===== src/rtl/regfile_pkg.sv =====
// Shared definitions for the scoreboarded register file: default geometry and
// the address-validity test that honours the hardwired-zero entry.
package regfile_pkg;

    localparam int DEFAULT_DATA_WIDTH = 32;
    localparam int DEFAULT_ADDR_WIDTH = 5;
    localparam int DEFAULT_NUM_READ   = 2;
    localparam int DEPTH              = 2 ** DEFAULT_ADDR_WIDTH;

    function automatic logic addrValid(input int unsigned addr, input logic zeroReg);
        return !(zeroReg && (addr == 0));
    endfunction

endpackage


===== src/rtl/regfile_sb_entry.sv =====
// One register-file entry: a data register plus its busy flag, both cleared
// asynchronously. A set-busy request wins over clear-busy in the same cycle.
module regfile_entry #(
    parameter int DATA_WIDTH = 32
) (
    input  logic                  clock,
    input  logic                  resetN,
    input  logic                  writeEnable,
    input  logic [DATA_WIDTH-1:0] writeData,
    input  logic                  setBusy,
    input  logic                  clearBusy,
    output logic [DATA_WIDTH-1:0] data,
    output logic                  busy
);

    always_ff @(posedge clock or negedge resetN) begin
        if (!resetN) begin
            data <= '0;
            busy <= 1'b0;
        end else begin
            if (writeEnable) begin
                data <= writeData;
            end
            if (setBusy) begin
                busy <= 1'b1;
            end else if (clearBusy) begin
                busy <= 1'b0;
            end
        end
    end

endmodule


===== src/rtl/regfile_sb.sv =====
// Parametrised register file with same-cycle write bypass, per-entry busy
// scoreboard and a registered count of outstanding reservations.
module regfile_sb
    import regfile_pkg::*;
#(
    parameter int DATA_WIDTH = DEFAULT_DATA_WIDTH,
    parameter int ADDR_WIDTH = DEFAULT_ADDR_WIDTH,
    parameter int NUM_READ   = DEFAULT_NUM_READ,
    parameter bit ZERO_REG   = 1'b1
) (
    input  logic                           clock,
    input  logic                           ctrl_reset_n,
    input  logic                           ctrl_writeEnable,
    input  logic [ADDR_WIDTH-1:0]          ctrl_writeReg,
    input  logic [DATA_WIDTH-1:0]          data_writeReg,
    input  logic                           ctrl_reserveEnable,
    input  logic [ADDR_WIDTH-1:0]          ctrl_reserveReg,
    input  logic                           ctrl_flush,
    input  logic [NUM_READ*ADDR_WIDTH-1:0] ctrl_readReg,
    output logic [NUM_READ*DATA_WIDTH-1:0] data_readReg,
    output logic [NUM_READ-1:0]            busy_readReg,
    output logic [ADDR_WIDTH:0]            busy_count
);

    localparam int ENTRIES = 2 ** ADDR_WIDTH;
    localparam logic [ADDR_WIDTH:0] COUNT_ONE = (ADDR_WIDTH + 1)'(1);

    logic                  writeValid;
    logic                  reserveValid;
    logic                  bypassValid;
    logic [DATA_WIDTH-1:0] entryData [ENTRIES];
    logic                  entryBusy [ENTRIES];
    logic                  countInc;
    logic                  countDec;
    logic [ADDR_WIDTH:0]   countNext;

    assign writeValid   = ctrl_writeEnable && addrValid(32'(ctrl_writeReg), ZERO_REG);
    assign reserveValid = ctrl_reserveEnable && addrValid(32'(ctrl_reserveReg), ZERO_REG);
    // Forwarding is suppressed under reset so every read output is zero then.
    assign bypassValid  = writeValid && ctrl_reset_n;

    for (genvar i = 0; i < ENTRIES; i++) begin : g_entry
        if (ZERO_REG && (i == 0)) begin : g_zero
            assign entryData[i] = '0;
            assign entryBusy[i] = 1'b0;
        end else begin : g_reg
            logic hitWrite;
            logic hitReserve;
            assign hitWrite   = writeValid && (ctrl_writeReg == ADDR_WIDTH'(i));
            assign hitReserve = reserveValid && !ctrl_flush && (ctrl_reserveReg == ADDR_WIDTH'(i));
            regfile_entry #(.DATA_WIDTH(DATA_WIDTH)) u_entry (
                .clock      (clock),
                .resetN     (ctrl_reset_n),
                .writeEnable(hitWrite),
                .writeData  (data_writeReg),
                .setBusy    (hitReserve),
                .clearBusy  (hitWrite || ctrl_flush),
                .data       (entryData[i]),
                .busy       (entryBusy[i])
            );
        end
    end

    for (genvar k = 0; k < NUM_READ; k++) begin : g_read
        logic [ADDR_WIDTH-1:0] readAddr;
        logic                  readZero;
        logic                  readBypass;
        assign readAddr   = ctrl_readReg[k*ADDR_WIDTH +: ADDR_WIDTH];
        assign readZero   = ZERO_REG && (readAddr == '0);
        assign readBypass = bypassValid && (ctrl_writeReg == readAddr);
        assign data_readReg[k*DATA_WIDTH +: DATA_WIDTH] =
            readZero   ? '0 :
            readBypass ? data_writeReg : entryData[readAddr];
        assign busy_readReg[k] = !readZero && !readBypass && entryBusy[readAddr];
    end

    // A write only retires a reservation if the same edge does not re-reserve it.
    assign countInc = reserveValid && !entryBusy[ctrl_reserveReg];
    assign countDec = writeValid && entryBusy[ctrl_writeReg]
                      && !(reserveValid && (ctrl_reserveReg == ctrl_writeReg));

    always_comb begin
        countNext = busy_count;
        if (ctrl_flush) begin
            countNext = '0;
        end else if (countInc && !countDec) begin
            countNext = busy_count + COUNT_ONE;
        end else if (countDec && !countInc) begin
            countNext = busy_count - COUNT_ONE;
        end
    end

    always_ff @(posedge clock or negedge ctrl_reset_n) begin
        if (!ctrl_reset_n) begin
            busy_count <= '0;
        end else begin
            busy_count <= countNext;
        end
    end

endmodule


===== config.mk =====
export PLATFORM = sky130hd
export DESIGN_NAME = regfile_sb
export DESIGN_NICKNAME = d
export VERILOG_FILES = /design/src/rtl/regfile_pkg.sv /design/src/rtl/regfile_sb_entry.sv /design/src/rtl/regfile_sb.sv
export SDC_FILE = /design/constraint.sdc
export NUM_CORES = 2
export LEC_CHECK = 0
export ABC_CLOCK_PERIOD_IN_PS = 4300
export BUFFER_PORTS_ARGS = -buffer_cell sky130_fd_sc_hd__clkbuf_2
export CAP_MARGIN = 30
export CORE_MARGIN = 1.5
export CORE_UTILIZATION = 66
export CTS_BUF_LIST = sky130_fd_sc_hd__clkbuf_8
export DETAILED_ROUTE_END_ITERATION = 10
export PLACE_DENSITY_LB_ADDON = 0.08
export REMOVE_ABC_BUFFERS = 1
export SYNTH_ARGS = -nofsm -noshare
export SYNTH_HDL_FRONTEND = slang
export SYNTH_HIERARCHICAL = 1
export SYNTH_SLANG_ARGS = --single-unit

===== constraint.sdc =====
create_clock -name clock -period 4.3 [get_ports clock]
set_clock_uncertainty 0.05 [all_clocks]
set_input_delay 0.215 -clock clock [delete_from_list [all_inputs] [get_ports clock]]
set_output_delay 0.215 -clock clock [all_outputs]
set_load 0.1 [all_outputs]

# After elaboration in Yosys (flattened, before gate mapping)
# Cells that the tools add are included.
# Widths: inputs -> output; s select.
[word_totals]
inputBits = 57
output_inout_bits = 72
register_bits = 1029
word_cells = 381
[op_classes]
n_eq_ne = 65
order_cmp = 4
n_reduce_logical = 156
add_sub_neg = 2
n_bitwise = 4
n_mux = 87
[ops]
columns = ["operator", "count"]
rows = [
  ["$bmux 32 s5", 2],
  ["$mux 32", 8],
  ["$eq 5x5->1 const B", 32],
  ["$eq 5x4->1 const B", 16],
  ["$logic_and 1x1->1", 78],
  ["$mux 1", 70],
  ["$reduce_bool 2->1", 31],
  ["$eq 5x3->1 const B", 8],
  ["$logic_or 1x1->1", 31],
  ["$ge 6x6->1 const B", 4],
  ["$not 5->6", 4],
  ["$bmux 1 s5", 4],
  ["$eq 5x2->1 const B", 4],
  ["$logic_not 5->1", 4],
  ["$mux 6", 3],
  ["$eq 5x5->1", 3],
  ["$logic_not 1->1", 11],
  ["$eq 5x1->1 const B", 2],
  ["$add 6x1->6 const B", 1],
  ["$sub 6x1->6 const B", 1],
  ["$reduce_bool 3->1", 1],
]

# Depth between registers and ports, before layout
[logic_depth]
word_depth = 11
ltp_mapped = 15
ltp_nobuf = 13

# By module
# Netlist, hierarchy kept.
[modules_own_cells]
columns = ["module", "instances", "cells_per_inst", "seq_area_each_um2", "area_each_um2"]
rows = [
  ["regfile_entry", 31, 71, 825.8, 1381.3],
  ["regfile_sb", 1, 1490, 150.1, 18833.1],
]

# Worst setup path before layout
# OpenSTA, ideal clock, no wires.
[synth_timing]
path_kind = "register to register"
start = "register g_entry[29].g_reg.u_entry.busy"
end = "register busy_count[5]"
slack_ns = 0.884
t_required_ns = 4.175
setup_time_ns = 0.075
stages_incl_launch_ff = 13
t_arrival_ns = 3.292
synth_period_minus_slack_ns = 3.416
path_cell_list = "dfrtp_1 > mux4_1 > mux2_2 > a2111o_1 > nand3_4 > nand2_1 > ha_1 > a21o_1 > a21oi_1 > o21bai_1 > a21o_1 > or4b_1 > nand4b_1"
[synth_between]
elab_chain_len = 9
elab_cells_between_ends = 17
cone_classes = "mux (8); reduce/logical (9)"
[synth_rtl]
columns = ["element", "line", "rtl"]
rows = [
  ["start, declared", "regfile_sb_entry.sv:13", "output logic busy"],
  ["start signal, assigned", "regfile_sb_entry.sv:19", "busy <= 1'b0;"],
  ["start signal, assigned", "regfile_sb_entry.sv:25", "busy <= 1'b1;"],
  ["start signal, assigned", "regfile_sb_entry.sv:27", "busy <= 1'b0;"],
  ["$bmux 1 s5", "regfile_sb.sv:79", "assign countDec = writeValid && entryBusy[ctrl_writeReg]"],
  ["$mux 1 (implied by the code) (2 in a row)", "regfile_sb.sv:79", ""],
  ["$logic_and 1x1->1", "regfile_sb.sv:79", ""],
  ["$logic_and 1x1->1", "regfile_sb.sv:80", "&& !(reserveValid && (ctrl_reserveReg == ctrl_writeReg));"],
  ["$logic_not 1->1", "regfile_sb.sv:86", "end else if (countInc && !countDec) begin"],
  ["$logic_and 1x1->1", "regfile_sb.sv:86", ""],
  ["$mux 6", "regfile_sb.sv:86", ""],
  ["$mux 6", "regfile_sb.sv:84", "if (ctrl_flush) begin"],
  ["end signal, assigned", "regfile_sb.sv:97", "busy_count <= countNext;"],
  ["end, declared", "regfile_sb.sv:22", "output logic [ADDR_WIDTH:0] busy_count"],
]
# Several ways; a longest one is shown, not always the timed one. The select of a mux whose other input is x is not followed.
# A chain may end at the register's enable or synchronous reset.

# Worst setup path in the final report
[layout_timing]
start = "input port ctrl_reset_n"
end = "output port data_readReg[8]"
[layout_between]
elab_chain_len = 4
[layout_rtl]
columns = ["element", "line", "rtl"]
rows = [
  ["start, declared", "regfile_sb.sv:12", "input logic ctrl_reset_n,"],
  ["$logic_and 1x1->1", "regfile_sb.sv:40", "assign bypassValid = writeValid && ctrl_reset_n;"],
  ["$logic_and 1x1->1", "regfile_sb.sv:70", "assign readBypass = bypassValid && (ctrl_writeReg == readAddr);"],
  ["$mux 32", "regfile_sb.sv:73", "readBypass ? data_writeReg : entryData[readAddr];"],
  ["$mux 32", "regfile_sb.sv:72", "readZero ? '0 :"],
  ["end, declared", "regfile_sb.sv:20", "output logic [NUM_READ*DATA_WIDTH-1:0] data_readReg,"],
]
# No other way between the ends.

==> key figures <==
Setup path
  • Critical-path cell list: dlygate4sd3_1 -> dlygate4sd3_1 -> buf_8 -> nand2_1 -> nor4_2 -> buf_4 -> nand2_1 -> o21ai_1 -> clkbuf_2
  • Crit path DAT: 3470 ps
  • Crit-path slowest cell: dlygate4sd3_1
  • R2r worst-path depth: 12
  • CP startpoint: ctrl_reset_n
  • Critical path peak fanout: 35
  • Reg2Reg Setup Slack: 580 ps
  • Required time of the critical path: 4030 ps
  • Reg2Reg Capture Point: busy_count[5]
  • Startpoint types: primary input
  • CP max stage delay: 580 ps
  • Worst r2r src: g_entry[30].g_reg.u_entry/busy
  • CP Capture Point: data_readReg[8]
  • Worst setup EP type: output port
  • Critical path class: in -> out

Yosys
  • Flop and latch count out of synthesis: 1029
  • Yosys warns: 6
  • Top_reg_cell synth: dfrtp_1
  • EDFF count, synth: 0
  • Register area share after synthesis: 41.8%
  • Distinct cells, synth: 58
  • Mapped Area: 61700 sq um
  • Ys async rst share: 100%
  • Syn Area/Cell: 16.7 sq um
  • Cell count after synthesis: 3691

Timing
  • Final setup viols: 0
  • Max_slew headroom: 22.2%
  • Final Max Slew Viols: 0
  • RSZ-0062 raised after global routing: no
  • F_max: 268 MHz
  • Min Tclk post-route: 3730 ps
  • Hold slack final: 65.3 ps
  • Final worst slack: 566 ps
  • Fin. Hold Viols: 0
  • Slew @ Worst Pin: 1170 ps
  • Tcrit/Tclk final: 86.8%

Cells and area
  • Nets@finish: 3841
  • Layout cells sized above 1: 55.4%
  • Synthesis-to-layout area growth: 7.66%
  • Commonest cells after routing, fill and taps aside: dfrtp_1 (1029), mux2_4 (933), mux4_2 (571), clkbuf_8 (231), mux2_2 (123)
  • Post-Route Utilization: 72.1%
  • Most common cell after layout, fill and taps aside: dfrtp_1

Global route
  • Pin count of the biggest net entering global routing: 186
  • GR Util met3: 9.70%
  • First-pass GRT wire length: 257000 um
  • Met1 Use GR: 49.2%
  • Vias in the first global route: 39200
  • GR Util All Layers: 36.7%
  • Total grt overflow: 0
  • Met2 GRT Util: 56.8%
  • Initial antenna violation count: 3
  • Most Crowded Layer GR: met2

Run status
  • Outcome: finished clean

Detailed routing
  • Remaining antenna violation count: 0
  • Via Count: 36200
  • Residual DRC count: 0
  • DR WL/cell: 32.9 um
  • Total Wirelength: 170000 um
  • DR vias/cell: 7.01
  • DR iter-0 viols: 3575
  • DRT Pass-1 Iters: 7

Die
  • Core Rows: 111
  • Core area: 92100 sq um
  • Io pins: 129
  • Die X: 309 um
  • Starting density of the core: 67.0%
  • Die area: 95300 sq um
  • Die Height: 309 um

Placed design
  • Dpl ws: 406 ps
  • Routability cong.: 0.882
  • Port Buffers: 128
  • Hpwl dp: 96900 um

Power
  • Pwr per Cell Area: 464 nW/um^2
  • Worst IR drop on VDD: 0.000400 V
  • Overall power: 30800 uW
  • Leakage power figure: 0.0293 uW

CTS
  • Root buffer cell: clkbuf_8
  • Clock Path Buffers: 3
  • Setup bufs post-CTS: 0
  • H-tree levels: 4
  • TritonCTS buffer count: 177
  • Clk sinks: 1029
  • Worst skew pair latency: 860 ps
  • TritonCTS clock tree: done
  • Clk slew on worst S/H paths: 60 ps

Hold path
  • Hold Path Class: in -> reg
  • Hold depth: 5

Run
  • Total of max-cap violations: 0
critical path: cells and delay by family:
kind                   cells  cell delay [ps]
AND/OR/NAND/NOR            3              750
buffers and inverters      5             2300
AO/OA/AOI/OAI              1              100
metal layers:
layer | wire, um | vias to the layer above
met5 | 126 | -
met3 | 14800 | 456
met1 | 66600 | 19500
met4 | 7770 | 2
met2 | 80600 | 1774
li1 | - | 14500
state kept, by name (all words and copies together), names as in the netlist:
| name | cells |
|---|---|
| busy_count | 6 |
| g_entry.g_reg.u_entry/busy | 31 |
| g_entry.g_reg.u_entry/data | 992 |
how the worst min path moves through the flow:
| stage | startpoint | end |
|---|---|---|
| finish | ctrl_reserveReg[2] | busy_count[5] |
| global route | ctrl_reserveReg[2] | busy_count[5] |
| CTS | data_writeReg[31] | g_entry[7].g_reg.u_entry/data[31] |
| detailed placement | ctrl_reset_n | g_entry[22].g_reg.u_entry/data[28] |
| global placement | ctrl_reset_n | g_entry[22].g_reg.u_entry/data[28] |
| floorplan | ctrl_reset_n | busy_count[0] |
final cells by class:
type / count / area (sq um)
clock buffer: 230 / 3170
inverter: 41 / 154
antenna: 4 / 10.0
clock inverter: 87 / 533
timing repair buffer: 245 / 2270
fill: 5748 / 25700
sequential: 1029 / 25700
multi-input combinational: 2285 / 32900
tap: 1243 / 1560
cells in the mapped netlist (2+ instances only):
master | n | share of area, %
buf_12 | 93 | 3.0
o21ai_1 | 71 | 0.58
mux2i_1 | 45 | 0.73
o2111ai_1 | 2 | 0.028
mux2_1 | 70 | 1.3
clkbuf_1 | 133 | 0.81
xor2_1 | 5 | 0.071
dfrtp_1 | 1029 | 42
buf_2 | 42 | 0.34
a21oi_1 | 34 | 0.28
nand3_1 | 9 | 0.073
nand4_1 | 6 | 0.061
mux2_2 | 123 | 2.2
or2_1 | 5 | 0.051
a221oi_1 | 29 | 0.41
nand4b_1 | 2 | 0.028
a22o_1 | 33 | 0.47
mux4_2 | 571 | 21
mux2_4 | 933 | 23
buf_6 | 31 | 0.57
ha_1 | 4 | 0.081
buf_4 | 3 | 0.037
nor3_1 | 34 | 0.28
nand2b_1 | 6 | 0.061
o21ai_0 | 25 | 0.20
and3_1 | 2 | 0.020
nor2_1 | 71 | 0.43
buf_1 | 34 | 0.21
nand2_1 | 91 | 0.55
mux4_1 | 2 | 0.085
a22oi_1 | 4 | 0.049
inv_1 | 41 | 0.25
xnor2_1 | 13 | 0.18
nor2b_1 | 38 | 0.39
a21o_1 | 34 | 0.41
power by group:
| part | leakage, uW | internal (uW) | switching, uW |
|---|---|---|---|
| sequential | 0.0132 | 11500 | 1500 |
| combinational | 0.0140 | 4800 | 3670 |
| clock | 0.00210 | 5080 | 4190 |
| total | 0.0293 | 21400 | 9360 |
timing repair:
item                                    in CTS  in global routing
endpoints found under the hold margin      384                  0
endpoints found under the setup margin       0                  0
hold buffers                                 5                  0
resized for setup                            0                  0
logic make-up (layout without fill, tap and decap cells):
kind of cell,after synthesis,count (layout),share of synthesized area [%]
xor gates and xnor gates,19,19,0.300
DFF,1029,1029,41.8
buffers and inverters,377,603,5.23
muxes,1744,1744,47.9
adders and majority gates,5,5,0.114
other,0,4,0
AOI/OAI and AO/OA,245,245,2.61
and+or+nand+nor,272,272,2.06
metrics by stage:
| stage | cells | setup TNS [ps] | cell area, sq um |
|---|---|---|---|
| finish | 5164 | 0 | 66400 |
| global route | 5163 | 0 | 66400 |
| CTS | 5159 | 0 | 66300 |
| detailed placement | 4837 | 0 | 62600 |
| global placement | 4834 | 0 | 62500 |
| floorplan | 3355 | -152700 | 58600 |
(Power assumes the default switching activity.)
